File: src/rtl/accumulator_ingress_arb_pkg.sv
// Shared defaults, channel index type and round-robin grant helper for the
// accumulator ingress arbiter.
package acc_pkg;

    localparam int unsigned ACC_DATA_WIDTH  = 32;
    localparam int unsigned ACC_NUM_CHANNEL = 2;
    localparam int unsigned ACC_SEL_W       = $clog2(ACC_NUM_CHANNEL);
    localparam int unsigned ACC_MAX_CHANNEL = 32;
    localparam int unsigned ACC_MAX_W       = $clog2(ACC_MAX_CHANNEL);

    typedef logic [ACC_SEL_W-1:0] ch_idx_t;

    // First requesting channel after 'last', wrapping modulo num; holds 'last' when idle.
    function automatic int unsigned rr_next(input int unsigned                last,
                                            input logic [ACC_MAX_CHANNEL-1:0] req_mask,
                                            input int unsigned                num);
        int unsigned idx;
        int unsigned grant;
        grant = last;
        for (int unsigned k = ACC_MAX_CHANNEL; k > 0; k--) begin
            if (k <= num) begin
                idx = (last + k) % num;
                if (req_mask[ACC_MAX_W'(idx)]) grant = idx;
            end
        end
        return grant;
    endfunction

endpackage

File: src/rtl/accumulator_ingress_arb_if.sv
// Producer-side and accumulator-side handshake bundle of the ingress arbiter.
interface accumulator_ingress_arb_if
    import acc_pkg::*;
#(
    parameter int unsigned DATA_WIDTH  = ACC_DATA_WIDTH,
    parameter int unsigned NUM_CHANNEL = ACC_NUM_CHANNEL
);
    localparam int unsigned SEL_W = $clog2(NUM_CHANNEL);

    logic [NUM_CHANNEL-1:0]            in_val;
    logic [NUM_CHANNEL-1:0]            in_rdy;
    logic [NUM_CHANNEL*DATA_WIDTH-1:0] in_data;
    logic                              o_val;
    logic                              i_rdy;
    logic [DATA_WIDTH-1:0]             o_data;
    logic [SEL_W-1:0]                  o_sel;
    logic [NUM_CHANNEL-1:0]            o_empty;

    modport master (
        output in_val, in_data, i_rdy,
        input  in_rdy, o_val, o_data, o_sel, o_empty
    );

    modport slave (
        input  in_val, in_data, i_rdy,
        output in_rdy, o_val, o_data, o_sel, o_empty
    );

endinterface

File: src/rtl/accumulator_ingress_arb_fifo.sv
// Per-channel show-ahead FIFO; full blocks pushes even when a pop happens in
// the same cycle.
module acc_chan_fifo #(
    parameter int unsigned DATA_WIDTH = 32,
    parameter int unsigned FIFO_DEPTH = 4
) (
    input  logic                  clk,
    input  logic                  rst,
    input  logic                  flush,
    input  logic                  push,
    input  logic                  pop,
    input  logic [DATA_WIDTH-1:0] din,
    output logic [DATA_WIDTH-1:0] dout,
    output logic                  full,
    output logic                  empty
);
    localparam int unsigned AW = $clog2(FIFO_DEPTH);
    localparam int unsigned CW = AW + 1;

    logic [DATA_WIDTH-1:0] mem [FIFO_DEPTH];
    logic [AW-1:0]         wr_ptr;
    logic [AW-1:0]         rd_ptr;
    logic [CW-1:0]         count;
    logic                  do_push;
    logic                  do_pop;

    assign full    = (count == CW'(FIFO_DEPTH));
    assign empty   = (count == '0);
    assign do_push = push && !full && !flush;
    assign do_pop  = pop && !empty && !flush;
    assign dout    = mem[rd_ptr];

    always_ff @(posedge clk or posedge rst) begin
        if (rst) begin
            wr_ptr <= '0;
            rd_ptr <= '0;
            count  <= '0;
        end else if (flush) begin
            wr_ptr <= '0;
            rd_ptr <= '0;
            count  <= '0;
        end else begin
            if (do_push) wr_ptr <= wr_ptr + AW'(1);
            if (do_pop)  rd_ptr <= rd_ptr + AW'(1);
            count <= count + CW'(do_push) - CW'(do_pop);
        end
    end

    // Storage carries no reset; contents are only observed through count.
    always_ff @(posedge clk) begin
        if (do_push) mem[wr_ptr] <= din;
    end

endmodule

File: src/rtl/accumulator_ingress_arb.sv
// Round-robin ingress arbiter: per-channel FIFOs merged into one registered
// data/select/valid stream feeding accumulator_multi.
module accumulator_ingress_arb
    import acc_pkg::*;
#(
    parameter int unsigned DATA_WIDTH  = ACC_DATA_WIDTH,
    parameter int unsigned NUM_CHANNEL = ACC_NUM_CHANNEL,
    parameter int unsigned FIFO_DEPTH  = 4
) (
    input  logic                       clk,
    input  logic                       rst,
    input  logic                       i_flush,
    accumulator_ingress_arb_if.slave   bus
);
    localparam int unsigned SEL_W = $clog2(NUM_CHANNEL);

    logic [NUM_CHANNEL-1:0]     full;
    logic [NUM_CHANNEL-1:0]     empty;
    logic [NUM_CHANNEL-1:0]     push;
    logic [NUM_CHANNEL-1:0]     pop;
    logic [DATA_WIDTH-1:0]      head [NUM_CHANNEL];
    logic [ACC_MAX_CHANNEL-1:0] req_c;
    logic [SEL_W-1:0]           grant_c;
    logic                       load_en_c;
    logic [SEL_W-1:0]           last_grant;
    logic                       val_q;
    logic [DATA_WIDTH-1:0]      data_q;
    logic [SEL_W-1:0]           sel_q;

    assign push = bus.in_val & ~full;

    for (genvar c = 0; c < NUM_CHANNEL; c++) begin : g_chan
        acc_chan_fifo #(
            .DATA_WIDTH (DATA_WIDTH),
            .FIFO_DEPTH (FIFO_DEPTH)
        ) u_fifo (
            .clk   (clk),
            .rst   (rst),
            .flush (i_flush),
            .push  (push[c]),
            .pop   (pop[c]),
            .din   (bus.in_data[c*DATA_WIDTH +: DATA_WIDTH]),
            .dout  (head[c]),
            .full  (full[c]),
            .empty (empty[c])
        );
    end

    // Eligibility uses registered FIFO counts, so same-cycle pushes wait a cycle.
    always_comb begin
        req_c     = ACC_MAX_CHANNEL'(~empty);
        grant_c   = SEL_W'(rr_next(32'(last_grant), req_c, NUM_CHANNEL));
        load_en_c = (!val_q || bus.i_rdy) && (|(~empty));
        pop       = '0;
        if (load_en_c) pop[grant_c] = 1'b1;
    end

    always_ff @(posedge clk or posedge rst) begin
        if (rst) begin
            val_q      <= 1'b0;
            data_q     <= '0;
            sel_q      <= '0;
            last_grant <= SEL_W'(NUM_CHANNEL - 1);
        end else if (i_flush) begin
            val_q      <= 1'b0;
            data_q     <= '0;
            sel_q      <= '0;
            last_grant <= SEL_W'(NUM_CHANNEL - 1);
        end else if (load_en_c) begin
            val_q      <= 1'b1;
            data_q     <= head[grant_c];
            sel_q      <= grant_c;
            last_grant <= grant_c;
        end else if (bus.i_rdy) begin
            val_q      <= 1'b0;
        end
    end

    assign bus.in_rdy  = ~full;
    assign bus.o_empty = empty;
    assign bus.o_val   = val_q;
    assign bus.o_data  = data_q;
    assign bus.o_sel   = sel_q;

endmodule
File: src/flat_wrapper.sv
// flat-port wrapper written by rule: the top's interface ports become plain ports
module accumulator_ingress_arb_flat import acc_pkg::*;
#(
    parameter int unsigned DATA_WIDTH  = ACC_DATA_WIDTH,
    parameter int unsigned NUM_CHANNEL = ACC_NUM_CHANNEL,
    parameter int unsigned FIFO_DEPTH  = 4
)
  (clk, rst, i_flush, bus_in_val, bus_in_data, bus_i_rdy, bus_in_rdy, bus_o_val, bus_o_data, bus_o_sel, bus_o_empty);
  accumulator_ingress_arb_if #(.DATA_WIDTH(DATA_WIDTH), .NUM_CHANNEL(NUM_CHANNEL)) bus_i ();
  input  logic clk;
  input  logic rst;
  input  logic i_flush;
  input wire logic [$bits(bus_i.in_val)-1:0] bus_in_val;
  input wire logic [$bits(bus_i.in_data)-1:0] bus_in_data;
  input wire logic [$bits(bus_i.i_rdy)-1:0] bus_i_rdy;
  output wire logic [$bits(bus_i.in_rdy)-1:0] bus_in_rdy;
  output wire logic [$bits(bus_i.o_val)-1:0] bus_o_val;
  output wire logic [$bits(bus_i.o_data)-1:0] bus_o_data;
  output wire logic [$bits(bus_i.o_sel)-1:0] bus_o_sel;
  output wire logic [$bits(bus_i.o_empty)-1:0] bus_o_empty;
  assign bus_i.in_val = bus_in_val;
  assign bus_i.in_data = bus_in_data;
  assign bus_i.i_rdy = bus_i_rdy;
  assign bus_in_rdy = bus_i.in_rdy;
  assign bus_o_val = bus_i.o_val;
  assign bus_o_data = bus_i.o_data;
  assign bus_o_sel = bus_i.o_sel;
  assign bus_o_empty = bus_i.o_empty;
  accumulator_ingress_arb #(.DATA_WIDTH(DATA_WIDTH), .NUM_CHANNEL(NUM_CHANNEL), .FIFO_DEPTH(FIFO_DEPTH)) u_core (.clk(clk), .rst(rst), .i_flush(i_flush), .bus(bus_i));
endmodule
File: config.mk
export PLATFORM = sky130hd
export DESIGN_NAME = accumulator_ingress_arb_flat
export DESIGN_NICKNAME = d
export VERILOG_FILES = /design/src/rtl/accumulator_ingress_arb_pkg.sv /design/src/rtl/accumulator_ingress_arb_if.sv /design/src/rtl/accumulator_ingress_arb_fifo.sv /design/src/rtl/accumulator_ingress_arb.sv /design/src/flat_wrapper.sv
export SDC_FILE = /design/constraint.sdc
export NUM_CORES = 1
export LEC_CHECK = 0
export CAP_MARGIN = 20
export CORE_MARGIN = 2
export CORE_UTILIZATION = 41
export DETAILED_ROUTE_END_ITERATION = 12
export SLEW_MARGIN = 10
export SYNTH_ARGS = -nofsm -noshare
export SYNTH_HDL_FRONTEND = slang
export SYNTH_SLANG_ARGS = --single-unit
File: constraint.sdc
create_clock -name clk -period 3.5 [get_ports clk]
set_input_delay 0.35 -clock clk [delete_from_list [all_inputs] [get_ports clk]]
set_output_delay 0.35 -clock clk [all_outputs]
set_load 0.1 [all_outputs]
### Word-level counts from Yosys, hierarchy flattened

Memories as Yosys holds them, arrays and structs flattened.
Index checks and enable logic that the tools add are counted.

* add/sub/neg operators: 10
* multiply operators: 0
* divide/modulo/power cells: 0
* order comparisons: 5
* equality and inequality tests: 2
* shift-type cells: 0
* muxes and demuxes: 34
* bitwise gates (word level): 5
* reductions and logical operators: 26

Operators by type and width (number)
* 32-bit 2-to-1 mux: 5
* 2-bit 2-to-1 mux: 9
* 1-bit 2-to-1 mux: 17
* 1-bit by 6-bit less-than comparator with 1-bit output, second input constant: 2
* 1-bit logical AND: 10
* 2-bit nonzero test: 5
* 2-bit by 1-bit adder with 2-bit output, second input constant: 4
* 3-bit by 1-bit adder with 3-bit output: 2
* 3-bit equality test, second input constant: 2
* 1-bit zero test: 6
* 3-bit zero test: 2
* 3-bit 2-to-1 mux: 2
* 2-bit NOT: 3
* 3-bit by 1-bit subtractor with 3-bit output: 2
* 3-bit nonzero test: 1
* 1-bit adder, second input constant: 2
* 2-bit bitwise AND: 1
* 2-bit >= comparator, second input constant: 1
* 1-bit by 2-bit less-than comparator with 1-bit output, second input constant: 1
* 1-bit NOT with 2-bit output: 1
* 2-bit OR reduction: 1
* 1-bit demux with 1-bit select: 1
* 1-bit >= comparator, second input constant: 1
* 1-bit logical OR: 1

* flip-flop bits (word level): 49
* bits in latches: 0
* RAM bits: 256
* bits in read-only memories: 0
* input bits: 70
* word-level logic and storage cells: 94
* memories kept: 2

Memories
* u_core.g_chan[0].u_fifo.mem: words 4, width 32, read ports 1, clocked after Yosys merged registers in 0, wr ports 1, RTL line accumulator_ingress_arb_fifo.sv:20 `logic [DATA_WIDTH-1:0] mem [FIFO_DEPTH];`
* u_core.g_chan[1].u_fifo.mem: words 4, width 32, read ports 1, clocked after Yosys merged registers in 0, wr ports 1, RTL line accumulator_ingress_arb_fifo.sv:20

### Longest topological paths before layout

Gate-level depths: netlist of the first run.

* word-level depth: 15
* gate-level depth with buffers: 13
* depth with buffers taken out: 12

### Cells and area by module

A second synthesis of the first run with hierarchy kept.

* cell total of the unflattened synthesis: 562
* area total of the unflattened synthesis: 11831.3 sq um

Modules (own cells, without submodules)
* acc_chan_fifo: instances 2, cells an instance 216, area each 5136.2 sq um
* accumulator_ingress_arb: instances 1, cells an instance 130, area each 1559.0 sq um

### Least setup slack after synthesis of the first run

Ideal clock, no wire load.

* kind: register to register
* start: reg u_core.val_q, in the netlist u_core.bus.o_val
* end: reg u_core.g_chan[0].u_fifo.count[2]
* arrival: 2.903 ns
* data required time: 3.368 ns
* path slack: 0.465 ns
* cell stages (with the launch flop): 13
* path buffers: 1
* period minus slack after synthesis: 3.035 ns
* path through: dfrtp_1 -> nand2b_1 -> o2111ai_2 -> buf_2 -> inv_1 -> ha_1 -> inv_1 -> ha_1 -> inv_1 -> fa_1 -> xor2_1 -> xnor2_1 -> nor2_1

* longest elaborated chain between the ends: 8

RTL lines
* start: declaration: RTL line accumulator_ingress_arb.sv:26 `logic val_q;`
* start signal: assignment: RTL line accumulator_ingress_arb.sv:60 `val_q <= 1'b0;`
* start signal: assignment: RTL line accumulator_ingress_arb.sv:65 `val_q <= 1'b0;`
* start signal: assignment: RTL line accumulator_ingress_arb.sv:70 `val_q <= 1'b1;`
* 1-bit zero test: RTL line accumulator_ingress_arb.sv:53 `load_en_c = (!val_q || bus.i_rdy) && (|(~empty));`
* 1-bit logical OR: RTL line accumulator_ingress_arb.sv:53
* 1-bit logical AND: RTL line accumulator_ingress_arb.sv:53
* 2-bit 2-to-1 mux: RTL line accumulator_ingress_arb.sv:55 `if (load_en_c) pop[grant_c] = 1'b1;`
* 1-bit logical AND (2 in series): RTL line accumulator_ingress_arb_fifo.sv:30 `assign do_pop = pop && !empty && !flush;`
* 3-bit by 1-bit subtractor with 3-bit output: RTL line accumulator_ingress_arb_fifo.sv:45 `count <= count + CW'(do_push) - CW'(do_pop);`
* 3-bit 2-to-1 mux: RTL line accumulator_ingress_arb_fifo.sv:38 `end else if (flush) begin`
* end signal: assignment: RTL line accumulator_ingress_arb_fifo.sv:45
* end: declaration: RTL line accumulator_ingress_arb_fifo.sv:23 `logic [CW-1:0] count;`

No other way between the ends.
A chain may end at the register's enable or synchronous reset.

### Worst setup path in the final report of the first run

* start: reg u_core.g_chan[1].u_fifo.count[1]
* end: out bus_in_rdy[1]

* longest elaborated chain between the ends: 2

RTL lines
* start: declaration: RTL line accumulator_ingress_arb_fifo.sv:23
* start signal: assignment: RTL line accumulator_ingress_arb_fifo.sv:45
* 3-bit equality test: RTL line accumulator_ingress_arb_fifo.sv:27 `assign full = (count == CW'(FIFO_DEPTH));`
* 2-bit NOT: RTL line accumulator_ingress_arb.sv:79 `assign bus.in_rdy = ~full;`
* end: declaration: RTL line flat_wrapper.sv:16 `output wire logic [$bits(bus_i.in_rdy)-1:0] bus_in_rdy;`

No other way between the ends.

==> results of run 1 <==
[cells in the final DEF (no fill, tap or decap), types with 4 or more instances in the layout]
cell	synthesis	layout
edfxtp_1	256	256
clkdlybuf4s50_1	0	105
mux4_2	64	64
dfrtp_1	48	44
clkbuf_16	0	31
nor2b_1	26	26
a221o_1	23	23
buf_4	2	18
inv_1	13	12
nor2_1	12	12
ha_1	12	12
a21oi_1	11	11
a22oi_1	9	9
nor3_1	9	9
clkinv_1	0	9
and2_2	0	8
bufinv_16	0	7
xor2_1	6	6
nand2_1	5	5
xnor2_1	4	4
dfrtp_2	0	4
[power groups by stage]
stage                     Sequential (mW)  Combinational [mW]  Clock [mW]
after floorplan                      5.47                1.55           0
after global placement               4.67                3.19           0
after detailed placement             4.69                3.22           0
after CTS                            4.62                3.23        3.49
after global routing                 4.66                3.36        3.64
final                                4.61                3.18        3.43
[final cells by class]
type	count	area [um^2]	share of cell area, %
clock inverters	22	282	1.96
clock buffers	34	787	5.48
inverters	15	61.3	0.427
flip-flops and latches	305	8920	62.1
diodes	3	7.51	0.0523
repair buffers	125	1230	8.54
multi-input cells	214	2600	18.1
well taps	378	473	3.30
[worst register-to-register path: cells and delay by family (launching register included)]
kind | cells | cell delay (ns)
xor+xnor | 2 | 0.35
flops | 1 | 0.44
fa+ha+maj | 3 | 0.78
buf+inv | 3 | 0.22
simple gates | 4 | 0.81
[routing by layer]
metal | up-vias | part of all wire [%] | global-route usage [%]
met5 | - | 0.11 | 0
li1 | 2547 | - | -
met2 | 144 | 51 | 28.4
met1 | 3037 | 42 | 22.1
met3 | 36 | 5.2 | 3.43
met4 | 4 | 1.8 | 4.31
[worst paths after layout]
path,to,startpoint,cells past startpoint
worst max-delay path,bus_in_rdy[1],u_core.g_chan[1].u_fifo.count[1],2
worst min-delay path,u_core.bus.o_data[20],rst,2
worst max register to register,u_core.g_chan[1].u_fifo.count[2],u_core.g_chan[1].u_fifo.count[1],12
worst min register to register,u_core.bus.o_sel,u_core.bus.o_sel,1
max in group asynchronous,u_core.bus.o_data[1],rst,3
min in group clk,u_core.g_chan[1].u_fifo.wr_ptr[1],bus_in_val[1],3
[stage by stage]
stage / total power [mW] / setup WS, ns
finish: 11.2 / 0.660
global route: 11.7 / 0.600
CTS: 11.3 / 0.639
detailed placement: 7.91 / 0.474
global placement: 7.86 / 0.632
floorplan: 7.02 / 0.465
[logic make-up after synthesis]
logic type      after synthesis  share of synthesized area, %
flops                       305                          76.0
simple gates                 74                          3.63
mux                          64                          12.3
compound gates               52                          3.71
buf+inv                      45                          1.94
fa+ha+maj                    14                          1.62
xor+xnor                     10                         0.747
[registers in the layout, summed over array words and instances (netlist names)]
| name | count |
|---|---|
| u_core.g_chan.u_fifo.wr_ptr | 4 |
| u_core.bus.o_val | 1 |
| u_core.bus.o_sel | 1 |
| u_core.g_chan.u_fifo.mem | 256 |
| u_core.g_chan.u_fifo.rd_ptr | 4 |
| u_core.g_chan.u_fifo.count | 6 |
| u_core.last_grant | 1 |
| u_core.bus.o_data | 32 |
==> flow_metrics.py, run 1 <==
metrics = {
    "global_routing": {
        "grt_pass1_vias": 6255,
        "grt_usage_pct": 16.7,
        "grt_max_degree": 38,
        "grt_pass1_wl_mm": 38.1,
        "globalRouteOverflowTotal": 0,
        "antenna_found_initial": 5,
    },
    "clock_tree": {
        "clock_latency_ns": 0.55,
        "clk_pin_slew_ns": 0.06,
        "root_buffer": "clkbuf_16",
        "ctsResizeCount": 0,
        "hold_buffers": 0,
        "clock_path_buffers": 3,
        "cts_made_buffers": 30,
        "cts_tree": "built",
        "cts.sinks": 305,
        "cts_setup_buffers": 0,
        "htreeDepth": 1,
    },
    "synthesis": {
        "synth_area_leaders": "edfxtp_1, mux4_2, dfrtp_1, a221o_1, nor2b_1",
        "synthFlopType": "edfxtp_1",
        "seq_area_frac_synth_pct": 76.0,
        "synth.net_count": 648,
        "syn_area_um2": 11700,
        "synth_top_cell_by_area": "edfxtp_1",
        "yosysUniqueCellTypes": 42,
        "synth.ff_latch_count": 305,
        "postSynth.asyncResetShare_pct": 16.1,
        "avgSynthCellArea_um2": 20.8,
        "synth_edf_count": 256,
        "yosys-top-cells-count": "edfxtp_1, mux4_2, dfrtp_1, nor2b_1, a221o_1",
        "yosysTopAreaCellShare_pct": 65.6,
        "syn_inst": 564,
        "synth.most_common_cell": "edfxtp_1",
        "yosys_warnings": 0,
    },
    "finish": {
        "fill_cells": 2256,
        "drive_gt1_share_pct": 21.5,
        "final_util_pct": 51.4,
        "nets": 775,
        "stdcell_area_um2": 14400,
        "stdcell_count": 1096,
        "syn_to_final_growth_pct": 22.4,
    },
    "pwr": {
        "p_seq_share_pct": 41.1,
        "power.leakage_nw": 4.81,
        "powerDensity_nw_per_um2": 782,
        "clockPowerShare_pct": 30.6,
        "pwr-share-comb_pct": 28.4,
        "p_int_mw": 7.55,
        "ir_worst_vdd_v": 0.000419,
        "p_switching_mw": 3.67,
        "p_sw_share_pct": 32.7,
    },
    "drt": {
        "wl_per_cell_um": 22.6,
        "vias": 5768,
        "via_per_inst": 5.26,
        "drc": 0,
        "dr.pass1.iters": 5,
        "routed_wl_mm": 24.8,
        "drt_iter0_drc": 424,
        "drtAntennaViolNets": 0,
    },
    "sta": {
        "fmax_mhz": 352,
        "setup_viol": 0,
        "finClkSkew_ns": 0.0167,
        "hold_viol": 0,
        "fin_tns_setup_ns": 0,
        "whs_ns": 0.306,
        "relSlewSlack_pct": 34.2,
        "drv_slew": 0,
        "rsz0062_at_grt": "no",
        "post-route-period-util_pct": 81.2,
        "worst_pin_slew_ns": 0.985,
        "final.min_clock_period_ns": 2.84,
    },
    "critical_path": {
        "cp_top_family": "buffers and inverters",
        "critPathSlowestCell": "clkdlybuf4s50_1",
        "critPathMaxStageDelay_ns": 0.99,
        "worstPathCellList": "or3b_2, clkdlybuf4s50_1",
        "crit_fanout": 5,
        "startpoint_type": "register",
        "timing_worst_setup_path_type": "reg -> out",
        "worstPathArrival_ns": 2.49,
        "ff2ff_setup_slack_ns": 0.78,
        "required_ns": 3.15,
        "crit_buf_inv": 1,
        "cp-end-kind": "output port",
    },
    "run": {
        "cap_violations": 0,
    },
    "die": {
        "die_w_um": 173,
        "io_pins": 108,
        "start_util_pct": 42.0,
        "fp.dieArea_um2": 30000,
        "dieHeight_um": 173,
        "rows": 61,
        "coreArea_um2": 27900,
    },
    "placed_design": {
        "place.gp.congestion": 0.759,
        "dpl.cell_count": 1037,
        "hpwl_mm": 15.9,
        "portBuffers": 107,
        "dpl_cell_area_um2": 13300,
    },
    "status": {
        "status": "complete, no violations",
    },
    "hold_path": {
        "hold_path_class": "in -> async",
    },
}
No activity file was read; power rests on OpenSTA's default activity.
==> inputs of run 2 (changes only) <==
==> constraint.sdc (replaced) <==
create_clock -name clk -period 2.7 [get_ports clk]
set_input_delay 0.27 -clock clk [delete_from_list [all_inputs] [get_ports clk]]
set_output_delay 0.27 -clock clk [all_outputs]
set_load 0.1 [all_outputs]
==> flow_metrics.py, run 2 (synthesized netlist as in run 1, its figures left out) <==
metrics = {
    "status": {
        "status": "complete, no violations",
    },
    "placed_design": {
        "hpwl_mm": 15.1,
        "pre_cts_slack_ns": 0.0112,
        "dpl_cell_area_um2": 13300,
        "place.gp.congestion": 0.790,
        "portBuffers": 107,
    },
    "critical_path": {
        "r2r_cells": 12,
        "critPathMaxStageDelay_ns": 0.44,
        "required_ns": 3.13,
        "cp-end-kind": "register",
        "crit_buf_inv": 4,
        "crit_cells": 12,
        "worstPathArrival_ns": 2.97,
        "critPathSlowestCell": "dfrtp_2",
        "timing_worst_setup_path_type": "reg -> reg",
        "cp_top_family": "adder cells",
        "crit_fanout": 6,
        "cp_common_cell": "inv_1",
        "startpoint_type": "register",
        "worstPathCellList": "or3_4, clkinv_4, o2111ai_4, inv_1, ha_1, inv_1, ha_1, inv_1, fa_1, xor2_1, xnor2_1, nor2_1",
    },
    "clock_tree": {
        "htreeDepth": 1,
        "clk_pin_slew_ns": 0.06,
        "cts_made_buffers": 29,
        "cts.sinks": 305,
        "clock_latency_ns": 0.54,
        "root_buffer": "clkbuf_16",
        "cts_tree": "built",
        "clock_path_buffers": 3,
    },
    "finish": {
        "drive_gt1_share_pct": 27.5,
        "stdcell_area_um2": 14200,
        "top_register": "u_core.g_chan.u_fifo.mem",
        "largest_register_ffs": 256,
        "most-common-layout-cells": "edfxtp_1, clkdlybuf4s50_1, mux4_2, buf_4, dfrtp_1",
        "layout_commonest_cell": "edfxtp_1",
        "nets": 780,
        "syn_to_final_growth_pct": 21.4,
    },
    "sta": {
        "fmax_mhz": 394,
        "worst_slack_ns": 0.164,
        "setup_viol": 0,
        "finClkSkew_ns": 0.0125,
        "drv_slew": 0,
        "worst_pin_slew_ns": 0.970,
        "rsz0062_at_grt": "no",
        "final.min_clock_period_ns": 2.54,
        "relSlewSlack_pct": 35.3,
        "hold_viol": 0,
        "post-route-period-util_pct": 93.9,
        "fin_tns_setup_ns": 0,
    },
    "hold_path": {
        "hold_path_class": "in -> async",
    },
    "die": {
        "io_pins": 108,
        "dieHeight_um": 173,
        "die_w_um": 173,
        "rows": 61,
        "coreArea_um2": 27900,
        "fp.dieArea_um2": 30000,
        "start_util_pct": 42.0,
    },
    "pwr": {
        "powerDensity_nw_per_um2": 979,
        "power.leakage_nw": 4.85,
        "finalPower_mw": 13.9,
        "ir_worst_vdd_v": 0.000497,
    },
    "drt": {
        "dr.pass1.iters": 5,
        "vias": 5828,
        "via_per_inst": 5.31,
        "routed_wl_mm": 24.2,
        "wl_per_cell_um": 22.0,
        "drt_iter0_drc": 461,
        "drtAntennaViolNets": 0,
        "drc": 0,
    },
    "global_routing": {
        "antenna_found_initial": 1,
        "grt_max_degree": 33,
        "globalRouteOverflowTotal": 0,
        "grt_pass1_wl_mm": 37.2,
        "grt_usage_pct": 16.3,
        "grt_pass1_vias": 6269,
    },
    "run": {
        "cap_violations": 0,
    },
}
==> run 2: changes by cell type in the layout (fill, tap and decap cells not counted), moves of 3 or more <==
cell / change
clkbuf_8: +6
dfrtp_2: +3
bufinv_16: -7
clkbuf_1: +3
clkdlybuf4s50_1: -36
clkinv_1: -3
buf_4: +37
clkinvlp_4: -3
buf_12: +5
dfrtp_1: -3
==> run 2: repair_timing <==
action / 4_1_cts / 5_1_grt
setup endpoints to repair: 0 / 1
hold buffers: 0 / 0
buffers inserted: 0 / 0
resized for setup: 0 / 4
==> run 2: metal layers <==
metal | track usage, % | part of all wire (%) | up-vias
li1 | - | - | 2555
met1 | 22.0 | 43 | 3093
met2 | 27.7 | 50 | 146
met3 | 2.64 | 4.5 | 34
met4 | 4.27 | 2.0 | 0
met5 | 0 | 0 | -
==> run 2: stage by stage <==
| step | cells | hold slack (ns) | utilization, % |
|---|---|---|---|
| 3_5_place_dp | 1043 | 0.474 | 47.6 |
| 3_3_place_gp | 1043 | 0.464 | 47.6 |
| 6_report | 1098 | 0.111 | 50.9 |
| 2_1_floorplan | 564 | 0.369 | - |
| 4_1_cts | 1097 | 0.110 | 50.9 |
| 5_1_grt | 1097 | 0.137 | 50.9 |
==> run 2: report_power, final <==
part,internal (mW),switching (mW),leakage [nW],total [mW]
sequential,5.60,0.290,2.95,5.89
clock,2.19,1.63,0.453,3.82
combinational,1.43,2.79,1.44,4.22
==> run 2: final timing paths <==
kind,end,slack (ns),start
max in group asynchronous,u_core.g_chan[1].u_fifo.count[1],2.18,rst
min in group clk,u_core.g_chan[1].u_fifo.wr_ptr[1],0.33,bus_in_val[1]
hold reg to reg,u_core.bus.o_sel,0.48,u_core.bus.o_sel
setup reg to reg,u_core.g_chan[0].u_fifo.count[2],0.16,u_core.g_chan[1].u_fifo.count[1]
hold / removal,u_core.bus.o_data[20],0.11,rst
setup / recovery,u_core.g_chan[0].u_fifo.count[2],0.16,u_core.g_chan[1].u_fifo.count[1]
==> run 2: worst min-delay path, stage by stage <==
cell             delay [ns]
clkdlybuf4s50_1        0.42
inv_2                  0.06
buf_4                  0.30
==> run 2: cell type report <==
cell class              count  area [um^2]
well taps                 378          473
multi-input cells         214         2620
clock inverters            12         56.3
fillers                  2253        13700
flip-flops and latches    305         8920
clock buffers              42          856
repair buffers            131         1240
inverters                  15         61.3
diodes                      1         2.50
